**config.mk**
```make
export PLATFORM = sky130hd
export DESIGN_NAME = deser8
export DESIGN_NICKNAME = d
export VERILOG_FILES = /design/src/rtl/deser8.sv
export SDC_FILE = /design/constraint.sdc
export NUM_CORES = 1
export LEC_CHECK = 0
export ABC_CLOCK_PERIOD_IN_PS = 2600
export CAP_MARGIN = 15
export CORE_MARGIN = 1.5
export CORE_UTILIZATION = 54
export CTS_CLUSTER_DIAMETER = 120
export DETAILED_ROUTE_END_ITERATION = 10
export PLACE_DENSITY = 0.8
export RECOVER_POWER = 100
export SLEW_MARGIN = 30
export SYNTH_ARGS = -nofsm -noshare
export SYNTH_HDL_FRONTEND = slang
export SYNTH_SLANG_ARGS = --single-unit
```
**constraint.sdc**
```tcl
create_clock -name clk -period 2.6 [get_ports clk]
set_clock_uncertainty 0.15 [all_clocks]
set_input_delay 0.26 -clock clk [delete_from_list [all_inputs] [get_ports clk]]
set_output_delay 0.26 -clock clk [all_outputs]
set_load 0.05 [all_outputs]
```
**src/rtl/deser8.sv**
```systemverilog
// Serial-to-parallel byte assembler with in-band sync, one byte of output
// buffering and an overrun pulse when a finished byte cannot be stored.
module deser8 #(
    parameter int LSB_FIRST = 1
) (
    input  logic       clk,
    input  logic       rst_n,
    input  logic       in_valid,
    input  logic       in_bit,
    input  logic       in_sync,
    output logic [7:0] out_data,
    output logic       out_valid,
    input  logic       out_ready,
    output logic       overrun,
    output logic [2:0] bit_idx
);

    // state   | meaning
    // IDLE    | bit_idx = 0, no partial byte held
    // COLLECT | 1 to 7 bits of the current byte held
    typedef enum logic {IDLE, COLLECT} state_t;

    state_t     state, state_nx;
    logic [7:0] asm_q, asm_nx;
    logic [7:0] out_data_nx;
    logic [2:0] bit_idx_nx;
    logic [2:0] slot, pos;
    logic       out_valid_nx, overrun_nx, complete;

    always_ff @(posedge clk or negedge rst_n) begin
        if (!rst_n) begin
            state     <= IDLE;
            asm_q     <= 8'h00;
            bit_idx   <= 3'd0;
            out_data  <= 8'h00;
            out_valid <= 1'b0;
            overrun   <= 1'b0;
        end else begin
            state     <= state_nx;
            asm_q     <= asm_nx;
            bit_idx   <= bit_idx_nx;
            out_data  <= out_data_nx;
            out_valid <= out_valid_nx;
            overrun   <= overrun_nx;
        end
    end

    always_comb begin
        state_nx     = state;
        asm_nx       = asm_q;
        bit_idx_nx   = bit_idx;
        out_data_nx  = out_data;
        out_valid_nx = out_valid;
        overrun_nx   = 1'b0;
        complete     = 1'b0;
        slot         = (in_sync || state == IDLE) ? 3'd0 : bit_idx;
        pos          = (LSB_FIRST != 0) ? slot : (3'd7 - slot);

        if (in_valid) begin
            if (in_sync) begin
                // sync restarts the byte: drop whatever partial bits were held
                asm_nx      = 8'h00;
                asm_nx[pos] = in_bit;
                bit_idx_nx  = 3'd1;
                state_nx    = COLLECT;
            end else begin
                asm_nx[pos] = in_bit;
                bit_idx_nx  = bit_idx + 3'd1;
                if (bit_idx == 3'd7) begin
                    complete = 1'b1;
                    state_nx = IDLE;
                end else begin
                    state_nx = COLLECT;
                end
            end
        end

        if (out_valid && out_ready)
            out_valid_nx = 1'b0;

        // a completion on a handshake edge refills the buffer in the same cycle
        if (complete) begin
            if (!out_valid || out_ready) begin
                out_data_nx  = asm_nx;
                out_valid_nx = 1'b1;
            end else begin
                overrun_nx = 1'b1;
            end
        end
    end

endmodule

```
# [After elaboration in Yosys (flattened, before gate mapping)]
# Index checks and enable logic that the tools add are counted.
[op_classes] n_addsub=1 n_lt_le_gt_ge=2 eq_ne=1 n_mux=17 n_bitwise=2 n_reduce_logical=6
[op_table] op="two-way mux 8 bit" count=2
[op_table] op="two-way mux 1 bit" count=11
[op_table] op="bitwise AND 8 bit" count=1
[op_table] op="bitwise mux 8 bit" count=1
[op_table] op="two-way mux 3 bit" count=2
[op_table] op="less-than comparator 3 x 4 -> 1 bit, second input constant" count=1
[op_table] op="adder 3 x 1 -> 3 bit, second input constant" count=1
[op_table] op="demux 1 bit (select 3 bit)" count=1
[op_table] op="== test 3 bit, second input constant" count=1
[op_table] op=">= comparator 3 x 1 -> 1 bit, second input constant" count=1
[op_table] op="logical AND 1 bit" count=2
[op_table] op="logical OR 1 bit" count=2
[op_table] op="AND reduction 2 bit" count=1
[op_table] op="zero test 1 bit" count=1
[op_table] op="inverter 1 bit" count=1
[word_totals] reg_bits=22 out_inout_bits=13

# [Depth between registers and ports, before layout]
[depth] depth_word=10 mapped_depth=5 depth_no_buf=4

# [Worst setup path after synthesis]
# OpenSTA, ideal clock, no wires.
[synth_timing] path_kind="flip-flop to flip-flop" start="register bit_idx[1]" end="register out_data[7]" setup_ns=0.125 arrival_time_ns=1.692 slack_ns=0.633 stages_incl_launch_ff=6 n_path_buf=1 synth_period_minus_slack_ns=1.967 cell_sequence="dfrtp_1 -> buf_2 -> nand2_1 -> o311ai_0 -> o41ai_1 -> mux2_2"
[synth_between] elab_chain_len=8 elab_cells_between_ends=15 cone_classes="order compare: 2; eq/ne: 1; mux: 9; bitwise: 1; reduce/logical: 2"
[synth_lines] element="start: declaration" line="15" source="output logic [2:0] bit_idx"
[synth_lines] element="start signal: assignment" line="41" source="bit_idx <= bit_idx_nx;"
[synth_lines] element="two-way mux 3 bit *" line="56" source="slot = (in_sync || state == IDLE) ? 3'd0 : bit_idx;"
[synth_lines] element="less-than comparator 3 x 4 -> 1 bit (implied by the code) / >= comparator 3 x 1 -> 1 bit (equally long branches)" line="63, 67"
[synth_lines] element="logical AND 1 bit (implied by the code)" line="63, 67"
[synth_lines] element="two-way mux 1 bit (implied by the code)" line="63, 67"
[synth_lines] element="demux 1 bit (select 3 bit) *" line="63, 67"
[synth_lines] element="bitwise mux 8 bit / bitwise AND 8 bit (equally long branches)"
[synth_lines] element="two-way mux 8 bit *" line="60" source="if (in_sync) begin"
[synth_lines] element="two-way mux 8 bit *" line="59" source="if (in_valid) begin"
[synth_lines] element="named net asm_nx[7]" line="24" source="logic [7:0] asm_q, asm_nx;"
[synth_lines] element="end signal: assignment" line="42" source="out_data <= out_data_nx;"
[synth_lines] element="end: declaration" line="11" source="output logic [7:0] out_data,"
# The timed path passes the listed nets; every way through them passes the cells marked *.
# A chain may end at the register's enable or synchronous reset.

# [Final worst setup path]
[layout_timing] start="register bit_idx[0]" end="output bit_idx[0]"
# No word-level cell between the ends.

==> out/qor.txt <==
GRT overflow: 0
most frequent cell after synthesis: dfrtp_1
die width: 46.4 um
sequential share of the synthesized area: 54.3%
Max-slew headroom: 25.0%
Crit Path Max Fanout: 14
vias per cell: 5.41
fmax: 0.443 GHz
Initial Utilization: 58.1%
EDFF count, synth: 0
final period utilization: 86.8%
endpoints failing hold: 0
Worst Path Buf+Inv: 1
post-CTS setup buffer count: 0
Max-Cap Viols: 0
Pins Over Slew Limit: 0
critical path's slowest cell: dlygate4sd3_1
peak supply drop: 0.389 mV
cts bufs inserted: 3
crit path kind: reg2out
Total GRT Usage: 20.5%
post-placement cell area: 1220 um^2
net count after synthesis: 95
vias in the first global route: 710
sequence of cells on the critical path: dlygate4sd3_1
clock root buffer: clkbuf_4
Area growth syn-to-layout: 20.7%
Setup WS pre-CTS: 0.347 ns
Post-DP HPWL: 1.34 mm
status: completed
filler cell count: 139
simple-gate area share of the yosys netlist: 18.6%
CP top delay family: buffers and inverters
Synth Flop Type: dfrtp_1
pwr dens: 579 nW/um^2
Ports: 19
# hold bufs at CTS: 0
Layout Utilization: 70.2%
Crit. End Element: output port
initial antenna violation count: 0
routed len/inst: 14.3 um
yosys warns: 0
Clock Pin Slew Worst Setup and Hold Paths: 0.10 ns
Post-synth ARST share: 100%
TritonRoute pass-1 iters: 4
Cell Rows: 15
most frequent cells after synthesis: dfrtp_1 (22), nand2_1 (11), mux2_2 (8)
CTS Buffer Depth: 2
ANT nets after route: 0
clk sink count: 22
HP Start: asm_q[6]$_DFF_PN0_
largest net degree at the start of global routing: 23
Setup violations, final: 0
FF+latch count, synth: 22
CP arrival: 1.85 ns
main combinational cell family by area after synthesis: simple AND/OR/NAND/NOR gates
LEAKAGE: 0.616 nW
global-route wire length before repair: 3.07 mm
Antenna diodes: 0
crit path from: bit_idx[0]$_DFFE_PN0P_
Compound-Gate Fraction of Synth Area: 9.25%
Fin Setup TNS: 0 ns
RSZ-0062 raised after global routing: false
via count: 709
DR iter-0 viols: 10
Final WS setup: 0.342 ns
Core Box Area: 1750 um^2
design area: 1220 um^2
post-synthesis mux area share: 11.8%
Setup crit start kind: register
top cell type by total area after synthesis: dfrtp_1
CTS tree: yes
worst path required time: 2.19 ns
CTS H-tree depth: 1
mean post-synth cell area: 11.7 um^2
post-synthesis xor/xnor area fraction: 0%
Max stage delay on crit path: 0.94 ns
die area: 2150 um^2
RR Startpoint: bit_idx[0]$_DFFE_PN0P_
share of cells above drive strength 1: 13.2%
die height: 46.4 um
Worst Hold Class: reg2reg
Post-Syn Area: 1010 um^2
DRC Markers: 0
worst skew pair latency: 0.30 ns
Resize count post-CTS: 0
minimum clock period: 2.26 ns
Slew @ Worst Pin: 1.12 ns
Cell variety after synth: 29
Layout Cells excl Fill: 131
Mapped Cells: 87
dpl cells: 128
adder-cell share of the synthesized area: 2.47%
top cells by area, synth: dfrtp_1 (54%), mux2_2 (8.9%), nand2_1 (4.1%)
final net count: 116
I/O Buffers: 18
Routed WL: 1.87 mm
Synth top area share: 54.3%
Placer Congestion: 0.779
report_power, final:
part	switching [mW]	internal [mW]	leakage, nW	total (mW)
Combinational	0.105	0.0619	0.308	0.167
Sequential	0.0294	0.367	0.294	0.396
Clock	0.0923	0.0542	0.0138	0.146
state kept, by name, summed over array words and instances, names as in the netlist:
signal	count
bit_idx	3
state	1
asm_q	8
out_valid	1
out_data	8
overrun	1
placed cells by master, fill, tap and decap left out, types with 3 or more instances in the layout:
| master | netlist | routed |
|---|---|---|
| dfrtp_1 | 22 | 22 |
| dlygate4sd3_1 | 0 | 15 |
| nand2_1 | 11 | 11 |
| mux2_2 | 8 | 8 |
| o21ai_0 | 7 | 7 |
| inv_1 | 4 | 4 |
| nor2_1 | 4 | 4 |
| nor3_1 | 3 | 3 |
| mux2i_1 | 3 | 3 |
| clkbuf_4 | 0 | 3 |
| clkdlybuf4s50_1 | 0 | 3 |
cell families after synthesis:
family / Yosys count
multiplexers: 11
AO/OA/AOI/OAI: 14
adder cells (fa/ha/maj): 2
buffers and inverters: 8
AND/OR/NAND/NOR: 30
flip-flops: 22
layout make-up:
type	instances	area [um^2]	share of cell area, %
well taps	25	31.3	2.55
repair buffers	20	191	15.6
multi-input cells	57	414	33.8
clock buffers	3	22.5	1.84
flip-flops and latches	22	551	44.9
inverters	4	15.0	1.23
routing by layer:
metal / routed length [um] / global-route usage, % / vias to the layer above / part of all wire, %
li1: - / - / 348 / -
met1: 893 / 25.7 / 337 / 48
met2: 870 / 33.9 / 19 / 47
met3: 63 / 3.53 / 5 / 3.4
met4: 41 / 10.3 / 0 / 2.2
met5: 0 / 0 / - / 0
per-stage QoR:
stage	total power, mW	hold WS [ns]
after detailed placement	0.580	0.330
after CTS	0.729	0.150
after floorplan	0.515	-0.186
final	0.710	0.356
after global routing	0.744	0.375
after global placement	0.574	0.305
path summary, 6_finish.rpt:
check                                     endpoint  slack, ns  cells past startpoint
hold reg to reg                 asm_q[6]$_DFF_PN0_       0.36                      1
min in group asynchronous   bit_idx[0]$_DFFE_PN0P_       0.54                      2
setup / recovery                        bit_idx[0]       0.34                      1
max in group asynchronous       asm_q[6]$_DFF_PN0_       1.10                      2
hold / removal                  asm_q[6]$_DFF_PN0_       0.36                      1
setup reg to reg           out_data[1]$_DFFE_PN0P_       0.59                      4
(Power assumes the default switching activity.)
